[config.mk]
export PLATFORM = sky130hd
export DESIGN_NAME = sdram_arbiter_flat
export DESIGN_NICKNAME = d
export VERILOG_FILES = /design/src/rtl/sdram_arb_pkg.sv /design/src/rtl/sdram_arbiter_if.sv /design/src/rtl/rr_pick2.sv /design/src/rtl/sdram_arbiter.sv /design/src/flat_wrapper.sv
export SDC_FILE = /design/constraint.sdc
export NUM_CORES = 1
export LEC_CHECK = 0
export BUFFER_PORTS_ARGS = -buffer_cell sky130_fd_sc_hd__buf_2
export CAP_MARGIN = 20
export CELL_PAD_IN_SITES_DETAIL_PLACEMENT = 0
export CELL_PAD_IN_SITES_GLOBAL_PLACEMENT = 1
export CORE_MARGIN = 2
export CORE_UTILIZATION = 33
export DETAILED_ROUTE_END_ITERATION = 8
export GPL_TIMING_DRIVEN = 0
export PLACE_DENSITY = 0.91
export SYNTH_ARGS = -nofsm -noshare
export SYNTH_HDL_FRONTEND = slang
export SYNTH_SLANG_ARGS = --single-unit
[constraint.sdc]
create_clock -name clk -period 2.28 [get_ports clk]
set_clock_uncertainty 0.05 [all_clocks]
set_input_delay 0.684 -clock clk [delete_from_list [all_inputs] [get_ports clk]]
set_output_delay 0.684 -clock clk [all_outputs]
set_load 0.02 [all_outputs]
[src/rtl/sdram_arb_pkg.sv]
// Shared types and constants for the two-master SDRAM arbiter.
//   state_e       : sequencer states (IDLE/ISSUE/WAIT_ACK/DONE)
//   M_CPU / M_DMA : master indices (0 = CPU bus, 1 = DMA/disk buffer)
//   ADDR_W/DATA_W : controller-side address and data widths
package sdram_arb_pkg;

  localparam int unsigned ADDR_W = 22;
  localparam int unsigned DATA_W = 16;

  localparam logic M_CPU = 1'b0;
  localparam logic M_DMA = 1'b1;

  typedef enum logic [1:0] {
    IDLE,
    ISSUE,
    WAIT_ACK,
    DONE
  } state_e;

endpackage

[src/rtl/sdram_arbiter_if.sv]
// One master's stb/we/sel/ack bus into the SDRAM arbiter.
//   stb   : request, held until ack        we    : 1 = write
//   sel   : byte select, [1] = high byte   adr   : word address [21:1]
//   dat_i : write data to the arbiter      dat_o : read data from the arbiter
//   ack   : single-cycle completion        err   : pulses with ack on timeout
// modport master: the requesting side; modport slave: the arbiter side.
interface sdram_arbiter_if;
  import sdram_arb_pkg::*;

  logic              stb;
  logic              we;
  logic [1:0]        sel;
  logic [ADDR_W-2:0] adr;
  logic [DATA_W-1:0] dat_i;
  logic [DATA_W-1:0] dat_o;
  logic              ack;
  logic              err;

  modport master (
    output stb, we, sel, adr, dat_i,
    input  dat_o, ack, err
  );

  modport slave (
    input  stb, we, sel, adr, dat_i,
    output dat_o, ack, err
  );

endinterface

[src/rtl/rr_pick2.sv]
// Two-way winner select for the SDRAM arbiter.
//   clk, rst_n : clock, synchronous active-low reset
//   req        : {m1_stb, m0_stb}
//   update     : strobe in the cycle a grant completes
//   upd_idx    : master that held that grant
//   any / win  : some request present / index of the winning master
// PRIO_MODE 0 alternates between contending masters; PRIO_MODE 1 favours m0
// but hands m1 the grant after MAX_WAIT consecutive m0 wins while m1 waits.
module rr_pick2
  import sdram_arb_pkg::*;
#(
  parameter int unsigned PRIO_MODE = 0,
  parameter int unsigned MAX_WAIT  = 4
) (
  input  logic       clk,
  input  logic       rst_n,
  input  logic [1:0] req,
  input  logic       update,
  input  logic       upd_idx,
  output logic       any,
  output logic       win
);

  localparam int unsigned CntW = (MAX_WAIT > 0) ? $clog2(MAX_WAIT + 1) : 1;

  logic            prio_q, prio_d;    // master favoured on the next tie
  logic [CntW-1:0] starve_q, starve_d;

  always_comb begin
    any = |req;
    win = M_CPU;
    if (req[M_DMA] && !req[M_CPU]) begin
      win = M_DMA;
    end else if (req[M_DMA] && req[M_CPU]) begin
      if (PRIO_MODE == 0) begin
        win = prio_q;
      end else begin
        win = (starve_q == CntW'(MAX_WAIT)) ? M_DMA : M_CPU;
      end
    end
  end

  always_comb begin
    prio_d   = prio_q;
    starve_d = starve_q;
    if (update) begin
      prio_d = ~upd_idx;
      if (upd_idx == M_CPU && req[M_DMA]) begin
        if (starve_q != CntW'(MAX_WAIT)) starve_d = starve_q + CntW'(1);
      end else begin
        starve_d = '0;
      end
    end
  end

  always_ff @(posedge clk) begin
    if (!rst_n) begin
      prio_q   <= M_CPU;
      starve_q <= '0;
    end else begin
      prio_q   <= prio_d;
      starve_q <= starve_d;
    end
  end

endmodule

[src/rtl/sdram_arbiter.sv]
// Two-master arbiter/sequencer in front of the SDRAM controller.
//   clk, rst_n           : controller clock, synchronous active-low reset
//   m0, m1               : master buses (m0 = CPU, m1 = DMA), slave side
//   mem_init_done        : no grants are made until the SDRAM is initialised
//   mem_wr_req/rd_req    : held request to the controller
//   mem_wr_ack/rd_ack    : single-cycle completion from the controller
//   mem_addr/be/wdata    : registered transaction fields, stable while req is high
//   mem_rdata            : read data, valid with mem_rd_ack
//   busy                 : sequencer not idle
module sdram_arbiter
  import sdram_arb_pkg::*;
#(
  parameter int unsigned PRIO_MODE = 0,
  parameter int unsigned MAX_WAIT  = 4,
  parameter int unsigned TIMEOUT   = 1023
) (
  input  logic              clk,
  input  logic              rst_n,
  sdram_arbiter_if.slave    m0,
  sdram_arbiter_if.slave    m1,
  input  logic              mem_init_done,
  output logic              mem_wr_req,
  output logic              mem_rd_req,
  input  logic              mem_wr_ack,
  input  logic              mem_rd_ack,
  output logic [ADDR_W-1:0] mem_addr,
  output logic [1:0]        mem_be,
  output logic [DATA_W-1:0] mem_wdata,
  input  logic [DATA_W-1:0] mem_rdata,
  output logic              busy
);

  localparam int unsigned TmoW = $clog2(TIMEOUT + 1);

  state_e            state_q, state_d;
  logic              win_q, win_d, we_q, we_d, err_q, err_d;
  logic              wr_req_q, wr_req_d, rd_req_q, rd_req_d;
  logic [ADDR_W-1:0] addr_q, addr_d;
  logic [1:0]        be_q, be_d;
  logic [DATA_W-1:0] wdata_q, wdata_d, dat0_q, dat0_d, dat1_q, dat1_d;
  logic [TmoW-1:0]   tmo_q, tmo_d, tmo_inc;

  logic              pick_any, pick_win, ack_match;
  logic              w_we;
  logic [1:0]        w_sel;
  logic [ADDR_W-2:0] w_adr;
  logic [DATA_W-1:0] w_dat;

  rr_pick2 #(
    .PRIO_MODE (PRIO_MODE),
    .MAX_WAIT  (MAX_WAIT)
  ) u_pick (
    .clk     (clk),
    .rst_n   (rst_n),
    .req     ({m1.stb, m0.stb}),
    .update  (state_q == DONE),
    .upd_idx (win_q),
    .any     (pick_any),
    .win     (pick_win)
  );

  always_comb begin
    w_we  = m0.we;
    w_sel = m0.sel;
    w_adr = m0.adr;
    w_dat = m0.dat_i;
    if (pick_win == M_DMA) begin
      w_we  = m1.we;
      w_sel = m1.sel;
      w_adr = m1.adr;
      w_dat = m1.dat_i;
    end
  end

  // Acks of the other type are ignored.
  assign ack_match = we_q ? mem_wr_ack : mem_rd_ack;
  assign tmo_inc   = tmo_q + TmoW'(1);

  always_comb begin
    state_d  = state_q;
    win_d    = win_q;
    we_d     = we_q;
    err_d    = err_q;
    wr_req_d = wr_req_q;
    rd_req_d = rd_req_q;
    addr_d   = addr_q;
    be_d     = be_q;
    wdata_d  = wdata_q;
    dat0_d   = dat0_q;
    dat1_d   = dat1_q;
    tmo_d    = tmo_q;
    unique case (state_q)
      IDLE: begin
        if (mem_init_done && pick_any) begin
          win_d   = pick_win;
          we_d    = w_we;
          addr_d  = {1'b0, w_adr};
          be_d    = w_we ? w_sel : 2'b11;
          wdata_d = w_dat;
          err_d   = 1'b0;
          state_d = ISSUE;
        end
      end
      ISSUE: begin
        wr_req_d = we_q;
        rd_req_d = ~we_q;
        tmo_d    = '0;
        state_d  = WAIT_ACK;
      end
      WAIT_ACK: begin
        if (ack_match) begin
          wr_req_d = 1'b0;
          rd_req_d = 1'b0;
          state_d  = DONE;
          if (!we_q) begin
            if (win_q == M_DMA) dat1_d = mem_rdata;
            else                dat0_d = mem_rdata;
          end
        end else if (tmo_inc == TmoW'(TIMEOUT)) begin
          wr_req_d = 1'b0;
          rd_req_d = 1'b0;
          err_d    = 1'b1;
          state_d  = DONE;
        end else begin
          tmo_d = tmo_inc;
        end
      end
      DONE:    state_d = IDLE;
      default: state_d = IDLE;
    endcase
  end

  always_ff @(posedge clk) begin
    if (!rst_n) begin
      state_q  <= IDLE;
      win_q    <= M_CPU;
      we_q     <= 1'b0;
      err_q    <= 1'b0;
      wr_req_q <= 1'b0;
      rd_req_q <= 1'b0;
      addr_q   <= '0;
      be_q     <= '0;
      wdata_q  <= '0;
      dat0_q   <= '0;
      dat1_q   <= '0;
      tmo_q    <= '0;
    end else begin
      state_q  <= state_d;
      win_q    <= win_d;
      we_q     <= we_d;
      err_q    <= err_d;
      wr_req_q <= wr_req_d;
      rd_req_q <= rd_req_d;
      addr_q   <= addr_d;
      be_q     <= be_d;
      wdata_q  <= wdata_d;
      dat0_q   <= dat0_d;
      dat1_q   <= dat1_d;
      tmo_q    <= tmo_d;
    end
  end

  // Ack is gated by the live stb so a master that gave up gets no pulse.
  assign m0.ack    = (state_q == DONE) && (win_q == M_CPU) && m0.stb;
  assign m1.ack    = (state_q == DONE) && (win_q == M_DMA) && m1.stb;
  assign m0.err    = m0.ack && err_q;
  assign m1.err    = m1.ack && err_q;
  assign m0.dat_o  = dat0_q;
  assign m1.dat_o  = dat1_q;

  assign mem_wr_req = wr_req_q;
  assign mem_rd_req = rd_req_q;
  assign mem_addr   = addr_q;
  assign mem_be     = be_q;
  assign mem_wdata  = wdata_q;
  assign busy       = (state_q != IDLE);

endmodule

[src/flat_wrapper.sv]
// flat-port wrapper written by rule: the top's interface ports become plain ports
module sdram_arbiter_flat import sdram_arb_pkg::*;
#(
  parameter int unsigned PRIO_MODE = 0,
  parameter int unsigned MAX_WAIT  = 4,
  parameter int unsigned TIMEOUT   = 1023
)
  (clk, rst_n, mem_init_done, mem_wr_req, mem_rd_req, mem_wr_ack, mem_rd_ack, mem_addr, mem_be, mem_wdata, mem_rdata, busy, m0_stb, m0_we, m0_sel, m0_adr, m0_dat_i, m0_dat_o, m0_ack, m0_err, m1_stb, m1_we, m1_sel, m1_adr, m1_dat_i, m1_dat_o, m1_ack, m1_err);
  sdram_arbiter_if m0_i ();
  sdram_arbiter_if m1_i ();
  input  logic clk;
  input  logic rst_n;
  input  logic mem_init_done;
  output logic mem_wr_req;
  output logic mem_rd_req;
  input  logic mem_wr_ack;
  input  logic mem_rd_ack;
  output logic [ADDR_W-1:0] mem_addr;
  output logic [1:0] mem_be;
  output logic [DATA_W-1:0] mem_wdata;
  input  logic [DATA_W-1:0] mem_rdata;
  output logic busy;
  input wire logic [$bits(m0_i.stb)-1:0] m0_stb;
  input wire logic [$bits(m0_i.we)-1:0] m0_we;
  input wire logic [$bits(m0_i.sel)-1:0] m0_sel;
  input wire logic [$bits(m0_i.adr)-1:0] m0_adr;
  input wire logic [$bits(m0_i.dat_i)-1:0] m0_dat_i;
  output wire logic [$bits(m0_i.dat_o)-1:0] m0_dat_o;
  output wire logic [$bits(m0_i.ack)-1:0] m0_ack;
  output wire logic [$bits(m0_i.err)-1:0] m0_err;
  input wire logic [$bits(m1_i.stb)-1:0] m1_stb;
  input wire logic [$bits(m1_i.we)-1:0] m1_we;
  input wire logic [$bits(m1_i.sel)-1:0] m1_sel;
  input wire logic [$bits(m1_i.adr)-1:0] m1_adr;
  input wire logic [$bits(m1_i.dat_i)-1:0] m1_dat_i;
  output wire logic [$bits(m1_i.dat_o)-1:0] m1_dat_o;
  output wire logic [$bits(m1_i.ack)-1:0] m1_ack;
  output wire logic [$bits(m1_i.err)-1:0] m1_err;
  assign m0_i.stb = m0_stb;
  assign m0_i.we = m0_we;
  assign m0_i.sel = m0_sel;
  assign m0_i.adr = m0_adr;
  assign m0_i.dat_i = m0_dat_i;
  assign m0_dat_o = m0_i.dat_o;
  assign m0_ack = m0_i.ack;
  assign m0_err = m0_i.err;
  assign m1_i.stb = m1_stb;
  assign m1_i.we = m1_we;
  assign m1_i.sel = m1_sel;
  assign m1_i.adr = m1_adr;
  assign m1_i.dat_i = m1_dat_i;
  assign m1_dat_o = m1_i.dat_o;
  assign m1_ack = m1_i.ack;
  assign m1_err = m1_i.err;
  sdram_arbiter #(.PRIO_MODE(PRIO_MODE), .MAX_WAIT(MAX_WAIT), .TIMEOUT(TIMEOUT)) u_core (.clk(clk), .rst_n(rst_n), .m0(m0_i), .m1(m1_i), .mem_init_done(mem_init_done), .mem_wr_req(mem_wr_req), .mem_rd_req(mem_rd_req), .mem_wr_ack(mem_wr_ack), .mem_rd_ack(mem_rd_ack), .mem_addr(mem_addr), .mem_be(mem_be), .mem_wdata(mem_wdata), .mem_rdata(mem_rdata), .busy(busy));
endmodule
==> key figures, run 1 <==
Timing
  – Final hold viol count: 0
  – F_max: 0.4644 GHz
  – Worst slew margin: 63.48%
  – Slew Limit Fails: 0
  – Final worst path period share: between 90% and 100%
  – Slew @ Worst Pin: ~550 ps
  – Period minus WS final: approximately 2200 ps
  – RSZ-0062 raised after global routing: no
  – TNS Setup: 0 ps
  – Setup-violating endpoint count in the final report: 0
  – Hold_ws: 402.6 ps

Clock tree
  – Postcts setup bufs: 0
  – Clock slew at reported path FFs: 70 ps
  – Root Buffer: clkbuf_16
  – Longest Clk Path Bufs: 2
  – Htree depth: 3
  – Clock tree sinks: a little under 90
  – CTS tree: done
  – Num CTS Buffers: 9
  – Clock latency on the worst-skew pair: approximately 340 ps

Place
  – GPL Wtd Cong: ~0.84
  – DPL Wire Length: 8938 um
  – Port buffer count: 180

Global route
  – Largest net degree at the start of global routing: 15
  – Global-route wire length before repair: between 15000 and 20000 um
  – Vias in the first global route: slightly below 4000
  – Grt total ovfl: 0
  – Initial antenna violation count: 0
  – Overall routing resource usage: a little under a fifth

Critical path
  – Register-to-register path setup slack: about 160 ps
  – Worst Path Max Fanout: 4
  – Setup CP Type: reg -> out
  – Critical Path Start Type: flip-flop
  – R2r endpoint: u_core.tmo_q[2]
  – WP data arrival: roughly 1400 ps
  – R2R depth: 7
  – Worst Path Required: roughly 1600 ps
  – FF-to-FF Start: u_core.tmo_q[0]
  – Worst Setup End Kind: primary output

Synth
  – Mapped cell area: just under 0.004 mm^2
  – Post-synthesis cell count: 467
  – Synth Register Bits: between 80 and 90
  – Sequential share of the synthesized area: between 40% and 50%
  – Number of flops mapped to enable cells by yosys: 0
  – Synth warnings: 0
  – Netlist cell types: 53
  – Synthesized Nets: approximately 580
  – Post-synth ARST share: 0%
  – Synth Flop Type: dfxtp_1
  – Avg Cell Area, Syn: 8.458 um^2

Layout
  – Reg area: ~0.0018 mm^2
  – Area Overhead vs Synth: 35.54%
  – # fillers: 1147
  – Share of layout cells above drive strength 1: roughly a third
  – Final net count: between 700 and 800
  – Diodes inserted: 0
  – Multi-input gate area: a little over 0.002 mm^2

Worst hold path
  – Min-Delay Path Depth: 2
  – Worst Hold End: u_core.m1.dat_o[13]
  – Hold Path Class: reg -> reg
  – Start point of the worst hold path: u_core.m1.dat_o[13]

Pwr
  – Worst ir drop on vdd: 0.4900 mV
  – P_leak: about 0.0025 uW
  – P per Cell Area: slightly below 1000 mW/mm^2

Die
  – Std-Cell Rows: 39
  – Core area: between 0.01 and 0.015 mm^2
  – Die Y: approximately 110 um
  – Number of I/O pins: 182
  – Die width: between 100 and 150 um
  – Die Area: about 0.013 mm^2
  – Initial core utilization: approximately a third

Detailed routing
  – Vias/cell: about 5.0
  – Wirelength per Cell: approximately 14 um
  – DRC: 0
  – Routed via count: between 3000 and 4000
  – Antenna-violating nets left: 0
  – Final wirelength: between 10000 and 15000 um
  – Drt pass-1 iters: 5
  – Initial DRC Count: around 210

Job
  – # Max-Cap Violations: 0

Status
  – Status: finished, final reports clean
==> Yosys cell counts (all sizes together) (2+ instances only) <==
cell    count  share of area (%)
a21bo       3               0.76
clkbuf     28                2.7
o211ai      4               0.76
o21ai       9                1.2
nand2b      3               0.54
nor4        2               0.32
nand3b      2               0.38
and2        3               0.48
a31oi       3               0.48
dfxtp      89                 45
nand2      80                7.6
buf         6               0.95
a21oi      48                6.1
nor3        6               0.76
a211oi     38                7.2
nor2       52                5.0
mux2i      39                 10
inv         9               0.86
nor2b       3               0.48
or4         2               0.38
and3        2               0.44
nand3       9                1.3
ha          5                1.6
or2b        2               0.38
o311ai      2               0.44
==> layout make-up <==
class	count	area share [%]
Multi-Input combinational cell	335	37.88
Sequential cell	89	33.28
Timing Repair Buffer	180	16.83
Clock buffer	12	4.978
Tap cell	143	3.342
Buffer	31	2.571
Inverter	9	0.6310
Clock inverter	4	0.4908
==> repair_timing <==
item / CTS / global route
cloned: 0 / 0
endpoints found under the hold margin: 0 / 0
gates resized for setup: 4 / 8
endpoints found under the setup margin: 40 / 45
hold buffers: 0 / 0
==> sequential cells by signal (all words and copies together), names as in the netlist <==
| register | cells |
|---|---|
| u_core.state_q | 2 |
| u_core.we_q | 1 |
| u_core.mem_rd_req | 1 |
| u_core.mem_wdata | 16 |
| u_core.m0.dat_o | 16 |
| u_core.win_q | 1 |
| u_core.err_q | 1 |
| u_core.mem_addr | 21 |
| u_core.tmo_q | 10 |
| u_core.m1.dat_o | 16 |
| u_core.u_pick.prio_q | 1 |
| u_core.mem_be | 2 |
| u_core.mem_wr_req | 1 |
==> layer usage <==
metal	up-vias	GRT usage, %	part of all wire, %
met5	-	0	0
met4	0	5.041	1.3
met3	13	4.835	6.5
met2	151	32.85	50
met1	1814	21.05	42
li1	1999	-	-
==> stage by stage <==
stage               instances  utilization [%]  setup WS (ps)  instance area (um^2)  total power [uW]
floorplan                 467                -          178.0                  3955              3161
global placement          790            43.54         -225.7                  5035              3737
detailed placement        790            43.54         -324.7                  5035              3781
CTS                       806            46.14          10.02                  5336              5233
global route              803            46.29        0.06284                  5354              5528
finish                    803            46.29          126.5                  5354              5200
==> kinds of logic (layout without fill, tap and decap cells) <==
| family | after synthesis | in the layout | synth area share, % |
|---|---|---|---|
| flops | 89 | 89 | 45.11 |
| compound gates | 115 | 115 | 18.88 |
| other cells | 1 | 1 | 0.09494 |
| mux | 39 | 39 | 9.978 |
| simple gates | 173 | 173 | 19.45 |
| fa+ha+maj | 5 | 5 | 1.584 |
| buf+inv | 43 | 236 | 4.466 |
| xor+xnor | 2 | 2 | 0.4435 |
==> power by group <==
part           switching (uW)  internal, uW  total (uW)  leakage [uW]
Combinational            1150           662        1810       0.00160
Sequential                148          1800        1950      0.000726
Clock                     609           826        1440      0.000145
Total                    1910          3290        5200       0.00247
==> worst max-delay path: stages (launching register included) <==
cell	delay [ps]
dfxtp_1	380
ha_1	220
nor3b_2	190
and2_1	140
buf_2	150
==> worst max-delay path by stage <==
stage	slack [ps]	endpoint	from	cells past startpoint
finish	130	m0_err	u_core.state_q[1]	4
floorplan	180	m0_err	m0_stb	3
CTS	10	u_core.m0.dat_o[14]	u_core.state_q[0]	9
detailed placement	-320	u_core.m0.dat_o[13]	u_core.state_q[0]	8
global placement	-230	u_core.m0.dat_o[7]	u_core.state_q[0]	8
global route	0.06	u_core.state_q[1]	u_core.tmo_q[0]	7
==> placed cells by master (no fill, tap or decap), types with 3 or more instances in the layout <==
| cell type | synthesis | final |
|---|---|---|
| clkbuf_1 | 28 | 21 |
| o21ai_1 | 3 | 3 |
| o21ai_0 | 5 | 5 |
| inv_1 | 9 | 9 |
| a31oi_1 | 3 | 3 |
| and2_1 | 3 | 3 |
| buf_2 | 3 | 183 |
| a21oi_1 | 48 | 48 |
| a21bo_2 | 3 | 3 |
| ha_1 | 5 | 4 |
| clkbuf_2 | 0 | 5 |
| nor2b_1 | 3 | 3 |
| clkbuf_8 | 0 | 3 |
| o211ai_1 | 4 | 4 |
| nor2_1 | 51 | 50 |
| mux2i_1 | 38 | 38 |
| clkbuf_16 | 0 | 9 |
| nand2_1 | 80 | 80 |
| nor3_1 | 6 | 5 |
| a211oi_1 | 38 | 38 |
| dfxtp_1 | 89 | 89 |
| nand3_1 | 8 | 8 |
Power figures use the tool's default switching activity.
==> run 2: changes to the inputs <==
--- a/config.mk
+++ b/config.mk
@@ -14,6 +14,8 @@
 export DETAILED_ROUTE_END_ITERATION = 8
 export GPL_TIMING_DRIVEN = 0
 export PLACE_DENSITY = 0.91
+export SLEW_MARGIN = 25
 export SYNTH_ARGS = -nofsm -noshare
 export SYNTH_HDL_FRONTEND = slang
+export SYNTH_HIERARCHICAL = 1
 export SYNTH_SLANG_ARGS = --single-unit
==> run 2 against run 1 <==
  * The flow now finishes with violations (DRC)
  * Via count down 1.9%
  * Count of clock-buffer cells in the layout fell by 2
  * Sequential cell count unchanged
  * Total power rose by 0.76%
  * Worst hold slack better by 2.8 ps
  * Utilization rose by 0.52 points
  * Non-clock buffer count is 5 higher
  * Sequential share of layout area decreased by 0.092 points
  * First-iteration DRC count fell by 16%
  * Sequential power is essentially flat
  * Critical path depth grew 1
  * Setup slack lost 32 ps
  * Critical endpoint unchanged
  * Largest cell class unchanged
==> key figures, run 2 <==
Status
  – Status: finished with violations
  – Violated checks: DRC

Synth
  – Sequential share of the synthesized area: a little under half
  – Commonest cells in the netlist: dfxtp_1 (89), nand2_1 (86), nor2_1 (47)
  – Synth warnings: 6
  – Most numerous cell in the Yosys netlist: dfxtp_1
  – Synth Register Bits: 89
  – Synth Flop Type: dfxtp_1
  – Post-synthesis cell count: roughly 450
  – Netlist cell types: 54
  – Post-synth ARST share: 0%
  – Leading area contributor after synthesis: dfxtp_1
  – Avg Cell Area, Syn: just under 9 um^2
  – Synthesized Nets: between 500 and 600
  – Top cell type's share of synthesized area: 45.32%
  – Ranking of synthesized cells by area: dfxtp_1 (45%), mux2i_1 (9.7%), nand2_1 (8.2%), a211oi_1 (7.1%), a21oi_1 (5.5%)
  – Mapped cell area: 0.003931 mm^2
  – Number of flops mapped to enable cells by yosys: 0

Worst hold path
  – Worst Hold End: u_core/m1.dat_o[12]
  – Start point of the worst hold path: u_core/m1.dat_o[12]
  – Hold Path Class: reg -> reg
  – Min-Delay Path Depth: 2

Critical path
  – WP data arrival: around 1500 ps
  – Register-to-register path setup slack: about 110 ps
  – CP cell instances: ha_2, nand2_1, nor2_1, and2_1, buf_2
  – Critical Path Start Type: flip-flop
  – FF-to-FF Start: u_core/tmo_q[3]
  – Worst path max stage delay: 390 ps
  – Worst Path Required: between 1500 and 2000 ps
  – CP top delay family: flip-flops
  – Slowest CP cell: dfxtp_1
  – Worst Path Max Fanout: 4
  – R2R depth: 8
  – CP Buf/Inv Count: 1
  – Worst Setup End Kind: primary output
  – Setup CP Type: reg -> out
  – R2r endpoint: u_core/tmo_q[7]

Pwr
  – P per Cell Area: just under 1000 mW/mm^2
  – Worst ir drop on vdd: roughly 0.48 mV
  – Pwr Total: 5239 uW
  – P_leak: 0.002380 uW

Timing
  – Slew @ Worst Pin: roughly 740 ps
  – Final worst path period share: between 90% and 100%
  – Slew Limit Fails: 0
  – Period minus WS final: about 2200 ps
  – Worst slew margin: between 50% and 60%
  – F_max: about 0.46 GHz
  – Final hold viol count: 0
  – Hold_ws: just over 400 ps
  – Setup-violating endpoint count in the final report: 0
  – TNS Setup: 0 ps

Clock tree
  – Htree depth: 3
  – Root Buffer: clkbuf_16
  – Clock latency on the worst-skew pair: about 340 ps
  – Num CTS Buffers: 9
  – Longest Clk Path Bufs: 2
  – Clock tree sinks: slightly below 90
  – Clock slew at reported path FFs: 60 ps
  – CTS tree: done

Detailed routing
  – Routed wl met3: 679 um
  – Wirelength per Cell: around 15 um
  – Antenna-violating nets left: 0
  – Top sig layer: met5
  – Initial DRC Count: 180
  – Routed via count: a little under 4000
  – Drt pass-1 iters: 7
  – Final wirelength: approximately 12000 um
  – DRC: 5
  – M1 WL: roughly 5000 um
  – Vias/cell: 4.901
  – Routed wl met2: 5801 um

Global route
  – Initial antenna violation count: 1
  – Overall routing resource usage: approximately 18%
  – Largest net degree at the start of global routing: 16
  – Global-route wire length before repair: between 15000 and 20000 um
  – Grt total ovfl: 0
  – Vias in the first global route: about 3700

Layout
  – Max FFs per register: 21
  – Diodes inserted: 0
  – Final Non-Filler Cells: roughly 800
  – Commonest cells after routing, fill and taps aside: buf_2 (181), dfxtp_1 (87), nand2_1 (86)
  – Share of layout cells above drive strength 1: approximately 36%
  – Area Overhead vs Synth: 37.14%
  – Final net count: roughly 760
  – Final Cell Area: ~0.0054 mm^2
  – Most common cell after layout, fill and taps aside: buf_2

Die
  – Initial core utilization: about a third
  – Die Y: about 110 um
  – Die width: roughly 110 um
  – Std-Cell Rows: 39
  – Number of I/O pins: between 150 and 200
  – Die Area: 0.01280 mm^2
  – Core area: 0.01152 mm^2

Place
  – Post-Place Cells: 776
  – Placed Area: 0.005011 mm^2
  – DPL Wire Length: approximately 9100 um
  – GPL Wtd Cong: 0.8051
  – Port buffer count: between 150 and 200

Job
  – # Max-Cap Violations: 0
==> run 2: cell types whose count changed in the layout (fill, tap and decap cells not counted), moves of 3 or more <==
| cell | change |
|---|---|
| buf_4 | +4 |
| a21bo_2 | -3 |
| a21oi_1 | -5 |
| nor2_1 | -4 |
| clkbuf_8 | -3 |
| a21o_2 | +5 |
| o21ai_0 | -3 |
| nand2_1 | +6 |
| buf_1 | +3 |
| o21ai_1 | -3 |
==> run 2: where the power goes <==
group | switching, uW | leakage, uW | internal (uW) | total (uW)
sequential | 162 | 0.000728 | 1820 | 1980
clock | 615 | 0.000145 | 964 | 1580
combinational | 1070 | 0.00151 | 613 | 1680
total | 1850 | 0.00238 | 3390 | 5240
==> run 2: final cells by class <==
class	count	area, um^2
clock buffers	10	229.0
clock inverters	6	91.34
fillers	1126	6125
multi-input cells	324	2003
flip-flops and latches	89	1789
inverters	8	30.03
repair buffers	184	930.9
well taps	143	178.9
plain buffers	32	138.9
==> run 2: cell families (layout without fill, tap and decap cells) <==
family | count (synthesis) | count (layout) | synth area share [%]
adders and majority gates | 6 | 6 | 1.910
other | 1 | 1 | 0.09539
DFF | 89 | 89 | 45.32
AOI/OAI and AO/OA | 113 | 113 | 20.18
xor gates and xnor gates | 2 | 2 | 0.4457
muxes | 39 | 39 | 9.962
buffers and inverters | 40 | 240 | 4.169
and+or+nand+nor | 163 | 163 | 17.92
==> run 2: how the worst max path moves through the flow <==
stage / startpoint / endpoint / slack (ps) / depth (start not counted)
2_1_floorplan: u_core/tmo_q[0] / u_core/tmo_q[7] / 130 / 8
4_1_cts: u_core/tmo_q[0] / u_core/tmo_q[7] / 8 / 8
6_report: u_core/state_q[0] / m0_err / 90 / 5
5_1_grt: u_core/tmo_q[3] / u_core/tmo_q[7] / -50 / 9
3_5_place_dp: m0_stb / u_core/mem_addr[16] / -380 / 7
3_3_place_gp: m0_stb / u_core/mem_addr[14] / -360 / 7
==> run 2: worst min-delay path, stage by stage, from the launching register on <==
cell and delay (ps):
dfxtp_1 310, nand2_1 50, a21oi_1 50
==> run 2: timing repair <==
item,in CTS,in global routing
resized for setup,4,12
pin swaps,1,3
hold buffers,0,0
setup buffers,0,4
setup endpoints to repair,15,24
==> run 2: through the flow <==
step           utilization, %  setup slack, ps
3_5_place_dp            43.51           -377.3
2_1_floorplan               -            134.5
6_report                46.82            94.67
4_1_cts                 46.44            7.743
5_1_grt                 46.82           -47.72
3_3_place_gp            43.51           -355.6
==> run 2: layer usage <==
layer,global-route usage (%),up-vias
met2,31.66,115
met1,20.87,1792
met3,4.553,17
met4,6.179,2
li1,-,1975
met5,0,-
==> run 3: changes to the inputs <==
--- a/config.mk
+++ b/config.mk
@@ -5,15 +5,15 @@
 export SDC_FILE = /design/constraint.sdc
 export NUM_CORES = 1
 export LEC_CHECK = 0
-export BUFFER_PORTS_ARGS = -buffer_cell sky130_fd_sc_hd__buf_2
 export CAP_MARGIN = 20
 export CELL_PAD_IN_SITES_DETAIL_PLACEMENT = 0
 export CELL_PAD_IN_SITES_GLOBAL_PLACEMENT = 1
 export CORE_MARGIN = 2
-export CORE_UTILIZATION = 33
+export CORE_UTILIZATION = 40
 export DETAILED_ROUTE_END_ITERATION = 8
+export DONT_BUFFER_PORTS = 1
 export GPL_TIMING_DRIVEN = 0
-export PLACE_DENSITY = 0.91
+export PLACE_DENSITY = 0.84
 export SLEW_MARGIN = 25
 export SYNTH_ARGS = -nofsm -noshare
 export SYNTH_HDL_FRONTEND = slang
==> run 3 against run 2 <==
  * The flow now finishes without violations
  * Global-route usage up 1.9 points
  * Utilization down 1.3 points
  * Worst hold slack worse by 20 ps
  * Cell count fell by 24%
  * Critical endpoint unchanged
==> key figures, run 3 (synthesized netlist as in run 2, its figures left out) <==
Timing
  – Period minus WS final: roughly 2200 ps
  – Final worst path period share: a little over nine tenths
  – Slew Limit Fails: 0
  – Setup-violating endpoint count in the final report: 0
  – Hold_ws: around 390 ps
  – Final hold viol count: 0
  – F_max: between 0.4 and 0.5 GHz
  – RSZ-0062 raised after global routing: yes
  – Worst setup margin: between 60 and 70 ps
  – Worst slew margin: between 40% and 50%
  – Slew @ Worst Pin: just under 800 ps

Detailed routing
  – Drt pass-1 iters: 4
  – Initial DRC Count: 124
  – Antenna-violating nets left: 0
  – DRC: 0
  – Routed via count: 3248
  – Final wirelength: approximately 11000 um
  – Routed wl met3: about 640 um
  – M1 WL: approximately 4500 um
  – Top sig layer: met4
  – Routed wl met2: 5421 um
  – Wirelength per Cell: about 18 um
  – Vias/cell: 5.377

Global route
  – Largest net degree at the start of global routing: 17
  – Global-route wire length before repair: 15860 um
  – Vias in the first global route: between 2000 and 3000
  – Initial antenna violation count: 0
  – Overall routing resource usage: a little under 20%
  – Grt total ovfl: 0

Critical path
  – Setup CP Type: reg -> out
  – Worst Path Max Fanout: 4
  – Worst Setup End Kind: primary output
  – Critical Path Start Type: flip-flop
  – Worst Path Required: about 1600 ps
  – WP data arrival: about 1500 ps

Place
  – GPL Wtd Cong: about 0.8
  – Port buffer count: 0
  – DPL Wire Length: 8005 um
  – Pre-CTS WS: -273.4 ps

Pwr
  – P_leak: around 0.0015 uW
  – P per Cell Area: 1040 mW/mm^2
  – Worst ir drop on vdd: about 0.45 mV

Clock tree
  – Clock slew at reported path FFs: roughly 100 ps
  – Num CTS Buffers: 9
  – Clock tree sinks: 89
  – Root Buffer: clkbuf_8
  – Longest Clk Path Bufs: 2
  – Htree depth: 3
  – Cts hold-fix bufs: 0
  – CTS tree: done
  – Clock latency on the worst-skew pair: about 360 ps

Die
  – Die width: between 100 and 150 um
  – Number of I/O pins: 182
  – Die Y: between 100 and 150 um
  – Std-Cell Rows: 36
  – Initial core utilization: about two fifths
  – Die Area: about 0.011 mm^2
  – Core area: 0.009639 mm^2

Layout
  – # fillers: between 900 and 1000
  – Diodes inserted: 0
  – Final net count: 575
  – Commonest cells after routing, fill and taps aside: nand2_1 (86), dfxtp_1 (82), nor2_1 (45)
  – Most common cell after layout, fill and taps aside: nand2_1
  – Share of layout cells above drive strength 1: approximately 13%
  – Max FFs per register: 21
  – Area Overhead vs Synth: 11.71%

Worst hold path
  – Hold Path Class: in -> reg

Status
  – Status: finished, final reports clean

Job
  – # Max-Cap Violations: 0
run 3: worst max-delay path, stage by stage (launching register included):
cell     delay, ps
dfxtp_4        380
ha_2           200
nand2_1         90
nor2_4         220
and2_4         220
run 3: where the power goes:
part	internal, uW	leakage, uW	switching, uW
logic	407	0.000689	686
registers	1830	0.000730	493
clock network	548	0.000103	606
total	2780	0.00152	1790
run 3: layer usage:
layer  track usage, %  vias up
li1                 -     1617
met1            24.87     1507
met2            33.27      116
met3            4.339        8
met4            7.287        0
met5                0        -
run 3: area by class of cell:
| type | count | area, um^2 | share of cell area [%] |
|---|---|---|---|
| Buffer | 32 | 141.4 | 3.219 |
| Clock inverter | 6 | 72.57 | 1.652 |
| Clock buffer | 10 | 137.6 | 3.134 |
| Multi-Input combinational cell | 324 | 2028 | 46.18 |
| Inverter | 8 | 30.03 | 0.6838 |
| Tap cell | 133 | 166.4 | 3.789 |
| Sequential cell | 89 | 1800 | 41.00 |
| Timing Repair Buffer | 2 | 15.01 | 0.3419 |
run 3: worst paths after layout:
path | endpoint | from | depth (start not counted) | slack, ps
hold reg to reg | u_core/err_q | u_core/err_q | 2 | 460
setup reg to reg | u_core/tmo_q[7] | u_core/tmo_q[4] | 7 | 80
hold / removal | u_core/m1.dat_o[15] | mem_rdata[15] | 2 | 390
setup / recovery | m0_err | u_core/state_q[1] | 4 | 60
run 3: timing repair:
item	4_1_cts	5_1_grt
buffers inserted	0	2
resized for setup	14	21
pin swaps	0	3
hold endpoints to repair	0	0
endpoints found under the setup margin	19	40
run 3: through the flow:
| step | instance area [um^2] | power, uW | setup TNS, ps | cells | util (%) |
|---|---|---|---|---|---|
| 3_3_place_gp | 4098 | 3361 | -4137 | 586 | 42.51 |
| 5_1_grt | 4392 | 4837 | -5.228 | 604 | 45.56 |
| 2_1_floorplan | 3931 | 3087 | 0 | 453 | - |
| 6_report | 4392 | 4568 | 0 | 604 | 45.56 |
| 3_5_place_dp | 4098 | 3406 | -6981 | 586 | 42.51 |
| 4_1_cts | 4344 | 4575 | -3.578 | 602 | 45.07 |
